`src/rtl/spectrum_band_sequencer.sv`:
```
// Spectrum band sequencer: feeds mic samples through a shared band
// filter engine, keeps per-band peaks with frame decay for a bar display.
module spectrum_band_sequencer #(
  parameter int n_bands    = 12,
  parameter int w_mag      = 16,
  parameter int w_bar      = 9,
  parameter int decay_step = 64,
  parameter int timeout    = 255
) (
  input  logic                       clk,
  input  logic                       rst,
  input  logic                       sample_valid,
  input  logic signed [10:0]         sample,
  input  logic                       frame_tick,
  output logic                       eng_start,
  output logic [$clog2(n_bands)-1:0] eng_band,
  output logic signed [10:0]         eng_sample,
  input  logic                       eng_done,
  input  logic [w_mag-1:0]           eng_mag,
  input  logic [$clog2(n_bands)-1:0] rd_band,
  output logic [w_bar-1:0]           rd_height,
  output logic                       busy,
  output logic                       overrun,
  output logic                       eng_timeout,
  input  logic                       clear
);

  localparam int bw = $clog2(n_bands);
  localparam int tw = $clog2(timeout + 1);
  localparam logic [bw-1:0] last_idx = bw'(n_bands - 1);
  localparam logic [tw-1:0] last_wait = tw'(timeout - 1);
  localparam logic [w_mag-1:0] step = w_mag'(decay_step);

  typedef enum logic [2:0] {
    IDLE,
    ISSUE,
    WAIT,
    STORE,
    DECAY
  } state_t;

  state_t state, state_nx;

  logic [bw-1:0]     band;
  logic [tw-1:0]     wcnt;
  logic [w_mag-1:0]  mag_q;
  logic [w_mag-1:0]  peak [n_bands];
  logic              hold_full;
  logic signed [10:0] hold_data;
  logic              decay_pending;

  logic drain;
  logic to_hit;
  logic last_band;

  assign last_band = (band == last_idx);
  assign busy      = (state != IDLE);
  assign eng_start = (state == ISSUE);
  assign eng_band  = band;

  always_comb begin
    state_nx = state;
    drain    = 1'b0;
    to_hit   = 1'b0;
    unique case (state)
      IDLE: begin
        if (decay_pending) begin
          state_nx = DECAY;
        end else if (hold_full) begin
          drain    = 1'b1;
          state_nx = ISSUE;
        end
      end
      ISSUE: state_nx = WAIT;
      WAIT: begin
        if (eng_done) begin
          state_nx = STORE;
        end else if (wcnt == last_wait) begin
          to_hit   = 1'b1;
          state_nx = STORE;
        end
      end
      STORE: state_nx = last_band ? IDLE : ISSUE;
      DECAY: state_nx = last_band ? IDLE : DECAY;
      default: state_nx = IDLE;
    endcase
  end

  always_ff @(posedge clk) begin
    if (!rst) begin
      state         <= IDLE;
      band          <= '0;
      wcnt          <= '0;
      mag_q         <= '0;
      hold_full     <= 1'b0;
      hold_data     <= '0;
      decay_pending <= 1'b0;
      eng_sample    <= '0;
      rd_height     <= '0;
      overrun       <= 1'b0;
      eng_timeout   <= 1'b0;
      for (int i = 0; i < n_bands; i++) begin
        peak[i] <= '0;
      end
    end else begin
      state <= state_nx;
      unique case (state)
        IDLE: begin
          band <= '0;
          if (drain) begin
            eng_sample <= hold_data;
          end
        end
        ISSUE: wcnt <= '0;
        WAIT: begin
          wcnt <= wcnt + 1'b1;
          if (eng_done) begin
            mag_q <= eng_mag;
          end else if (to_hit) begin
            mag_q <= '0;
          end
        end
        STORE: begin
          if (mag_q > peak[band]) begin
            peak[band] <= mag_q;
          end
          if (!last_band) begin
            band <= band + 1'b1;
          end
        end
        DECAY: begin
          if (peak[band] >= step) begin
            peak[band] <= peak[band] - step;
          end else begin
            peak[band] <= '0;
          end
          band <= last_band ? '0 : band + 1'b1;
        end
        default: ;
      endcase

      // a drain frees the slot in the same cycle, so a new strobe still fits
      if (sample_valid && (!hold_full || drain)) begin
        hold_data <= sample;
        hold_full <= 1'b1;
      end else if (drain) begin
        hold_full <= 1'b0;
      end

      overrun <= (overrun & ~clear)
               | (sample_valid & hold_full & ~drain);
      eng_timeout <= (eng_timeout & ~clear) | to_hit;
      decay_pending <= frame_tick
                     | (decay_pending & (state != IDLE));

      if (rd_band <= last_idx) begin
        rd_height <= peak[rd_band][w_mag-1 -: w_bar];
      end else begin
        rd_height <= '0;
      end
    end
  end

endmodule

```
`config.mk`:
```
export PLATFORM = sky130hd
export DESIGN_NAME = spectrum_band_sequencer
export DESIGN_NICKNAME = d
export VERILOG_FILES = /design/src/rtl/spectrum_band_sequencer.sv
export SDC_FILE = /design/constraint.sdc
export NUM_CORES = 1
export LEC_CHECK = 0
export ABC_AREA = 1
export CAP_MARGIN = 10
export CORE_UTILIZATION = 55
export CTS_CLUSTER_DIAMETER = 80
export DETAILED_ROUTE_END_ITERATION = 7
export GPL_TIMING_DRIVEN = 0
export PLACE_DENSITY = 0.75
export SLEW_MARGIN = 20
export SYNTH_ARGS = -nofsm -noshare
export SYNTH_HDL_FRONTEND = slang
export SYNTH_SLANG_ARGS = --single-unit
```
`constraint.sdc`:
```
create_clock -name clk -period 5 [get_ports clk]
set_input_delay 1 -clock clk [delete_from_list [all_inputs] [get_ports clk]]
set_output_delay 1 -clock clk [all_outputs]
set_load 0.1 [all_outputs]
```
==> flow_metrics.py <==
metrics = {
    "clock_tree": {
        "numCtsBuffers": 36,
        "clkLatencyLatePin_ns": 0.52,
        "h-tree-depth": 2,
        "cts_tree": "done",
        "clkSlewWorstSetupHoldPaths_ns": 0.06,
        "root_buffer": "clkbuf_16",
        "postCtsHoldBufs": 0,
        "cts_setup_buffers": 0,
        "clock_path_buffers": 3,
        "cts.sinks": 326,
    },
    "sta": {
        "setup_slack_ns": 0.0696,
        "tightest_slew_ns": 1.18,
        "final-hold-violation-count": 0,
        "slew_viol_final": 0,
        "setup_violations": 0,
        "min_period_ns": 4.93,
        "slew_headroom_pct": 21.5,
        "fin_crit_sh_pct": 98.6,
        "fmax_mhz": 203,
        "skew_ns": 0.0199,
        "rsz0062_at_grt": "true",
    },
    "synthesis": {
        "ys_ff_latch": 326,
        "ys_types": 37,
        "synth_edf_count": 256,
        "synth_fp_nets": 1859,
        "ys_warn_count": 0,
        "synth_seq_area_share_pct": 56.2,
        "syn_area_um2": 16200,
        "syn_inst": 1798,
        "avgSynthCellArea_um2": 8.99,
        "async_reset_ff_share_pct": 0,
        "synthFlopType": "edfxtp_1",
    },
    "setup_path": {
        "r2r_setup_slack_ns": 0.07,
        "timing.rr.end": "peak[6][4]",
        "reg2regPathDepth": 19,
        "crit_path_start_kind": "register",
        "cp_max_fo": 16,
        "critPathKind": "reg2reg",
        "worstPathRequired_ns": 5.15,
        "cp.arrival_ns": 5.08,
        "cp-end-kind": "register",
    },
    "routing": {
        "drc": 0,
        "dr.first_iter.drc_count": 2008,
        "totalWireLength_um": 52500,
        "ant_nets": 0,
        "dr_total_vias": 14300,
        "wl_per_cell_um": 22.7,
        "drt_pass1_iterations": 6,
        "vias_per_cell": 6.17,
    },
    "global_routing": {
        "first_global_vias": 13600,
        "busiest_layer": "met2",
        "use_met3_pct": 8.46,
        "grt_pass1_wl_um": 78800,
        "overflow": 0,
        "grt_use_met2_pct": 54.6,
        "globalRouteTotalUtil_pct": 34.6,
        "antenna_found_initial": 2,
        "grt_max_degree": 17,
        "grtUsageMet1_pct": 46.7,
    },
    "die": {
        "dieHeight_um": 173,
        "die_area_um2": 30100,
        "num_rows": 62,
        "core_um2": 28800,
        "ios": 65,
        "die_w_um": 173,
        "start_util_pct": 56.2,
    },
    "placed_design": {
        "place.gp.congestion": 0.978,
        "dp_slack_ns": -0.612,
        "placed_cells": 2247,
        "port_buffers": 61,
        "place_hpwl_um": 36700,
    },
    "min_path": {
        "holdPathStages": 2,
        "worstHoldStart": "overrun",
        "whs_endpoint": "overrun",
        "hold_class": "reg2reg",
    },
    "finish": {
        "areaGrowthSynthToFinish_pct": 14.3,
        "fin_cells": 2312,
        "fin_nets": 1962,
        "drive_gt1_share_pct": 9.34,
    },
    "power_and_ir_drop": {
        "power_density_nw_per_um2": 437,
        "p_total_uw": 8080,
        "peakVddDrop_v": 0.000416,
        "p_leak_uw": 0.00691,
    },
    "run": {
        "maxCapViolCount": 0,
    },
    "run_status": {
        "status": "complete, no violations",
    },
}
## final cells by class
type / instances / area [um2]
multi-input cells: 1214 / 5980
flip-flops and latches: 326 / 9090
plain buffers: 129 / 697
clock buffers: 45 / 956
diodes: 1 / 2.50
fillers: 2391 / 10300
repair buffers: 65 / 671
well taps: 384 / 480
clock inverters: 19 / 115
inverters: 129 / 484
## metrics by stage
step | TNS, ns | utilization, % | hold WS [ns] | instance area [um2]
finish | 0 | 64.2 | 0.470 | 18500
global route | -0.221 | 64.2 | 0.498 | 18500
CTS | 0 | 64.1 | 0.475 | 18400
detailed placement | -41.14 | 60.2 | 0.463 | 17300
global placement | -32.41 | 60.0 | 0.455 | 17300
floorplan | 0 | - | 0.437 | 16200
## layout by cell type, fill, tap and decap left out, types with 6 or more instances in the layout
| cell | Yosys | final |
|---|---|---|
| buf_1 | 6 | 6 |
| clkbuf_2 | 0 | 9 |
| nand4_1 | 6 | 6 |
| nor3_1 | 12 | 12 |
| clkbuf_1 | 67 | 64 |
| edfxtp_1 | 256 | 256 |
| ha_1 | 24 | 24 |
| inv_1 | 124 | 124 |
| a21oi_2 | 24 | 24 |
| buf_6 | 17 | 17 |
| clkdlybuf4s50_1 | 0 | 61 |
| nand2_1 | 347 | 335 |
| nor2_1 | 224 | 220 |
| nor2_2 | 3 | 7 |
| dfxtp_1 | 70 | 70 |
| clkbuf_16 | 0 | 37 |
| nand2_2 | 0 | 7 |
| nand2_4 | 10 | 14 |
| a21oi_1 | 202 | 202 |
| buf_2 | 33 | 35 |
| nand3_1 | 156 | 156 |
| o21ai_1 | 7 | 7 |
| clkinv_1 | 2 | 11 |
| o21ai_0 | 119 | 119 |
| clkinv_2 | 0 | 7 |
| o211ai_1 | 49 | 49 |
## critical path, stage by stage (launching register included)
cell and delay, ns:
dfxtp_1 0.31, buf_6 0.15, inv_2 0.13, clkbuf_1 0.53, o21ai_0 0.21, nand3_1 0.20, nand3_1 0.13, nand2_1 0.19
inv_1 0.11, ha_1 0.28, nand2_1 0.06, nor2_1 0.09, nand4_1 0.16, a31o_2 0.28, nand3_1 0.09, nand2_1 0.06
nand2_1 0.25, nand3_1 0.40, clkbuf_2 0.41, nand2_2 0.51
## sequential cells by signal (all words and copies together), names as in the netlist, named ones only
signal         count
eng_timeout        1
hold_full          1
rd_height          9
mag_q             16
wcnt               8
eng_band           4
hold_data         11
overrun            1
state              3
eng_sample        11
peak             256
decay_pending      1
## kinds of logic (layout without fill, tap and decap cells)
| family | count (synthesis) | after routing | synth area share (%) |
|---|---|---|---|
| simple gates | 764 | 764 | 19.7 |
| compound gates | 423 | 423 | 14.8 |
| flops | 326 | 326 | 56.2 |
| buf+inv | 258 | 387 | 7.22 |
| fa+ha+maj | 24 | 24 | 1.86 |
| xor+xnor | 3 | 3 | 0.163 |
| other cells | 0 | 1 | 0 |
## how the worst max path moves through the flow
stage	from	end	slack, ns	depth (start not counted)
CTS	register	peak[10][5]	0.01	20
finish	register	peak[6][4]	0.07	19
floorplan	register	peak[10][0]	1.28	21
global placement	register	peak[5][3]	-0.44	20
detailed placement	register	peak[5][2]	-0.61	20
global route	register	peak[1][3]	-0.02	19
## layer usage
layer | share of wire, % | wire (um)
met4 | 2.9 | 1540
met1 | 38 | 19800
met2 | 45 | 23800
met5 | 0 | 0
met3 | 14 | 7400
## where the power goes
group | internal (uW) | total, uW | switching (uW) | leakage [uW]
clock | 1410 | 2490 | 1080 | 0.000525
sequential | 3060 | 3130 | 69.8 | 0.00316
combinational | 654 | 2470 | 1810 | 0.00322
total | 5120 | 8080 | 2960 | 0.00691
## repair_timing
action / CTS / global route
setup endpoints to repair: 176 / 177
resized for setup: 16 / 22
pin swaps: 0 / 0
endpoints found under the hold margin: 0 / 0
## Yosys cell counts (2+ instances only)
master    count  share of area [%]
clkbuf_1     67                1.6
a22oi_1       2              0.093
or2_2         5               0.19
nor3_1       12               0.37
a311oi_1      2               0.11
o22ai_1       4               0.15
xor2_1        3               0.16
clkinv_1      2              0.046
o21ai_1       7               0.22
inv_1       124                2.9
nand2_1     347                8.1
nand4_1       6               0.23
buf_6        17                1.2
o21ai_0     119                3.7
a21oi_1     202                6.3
buf_4         5               0.23
ha_1         24                1.9
o221ai_1      5               0.27
nor2_1      224                5.2
nand3_1     156                4.8
edfxtp_1    256                 48
inv_2         3              0.070
nor2_2        3               0.12
buf_2        33                1.0
buf_1         6               0.14
dfxtp_1      70                8.7
o211ai_1     49                2.3
o21bai_1      2              0.093
a211oi_1      3               0.14
nand2_4      10               0.70
a21oi_2      24                1.3
Power figures use the tool's default switching activity.
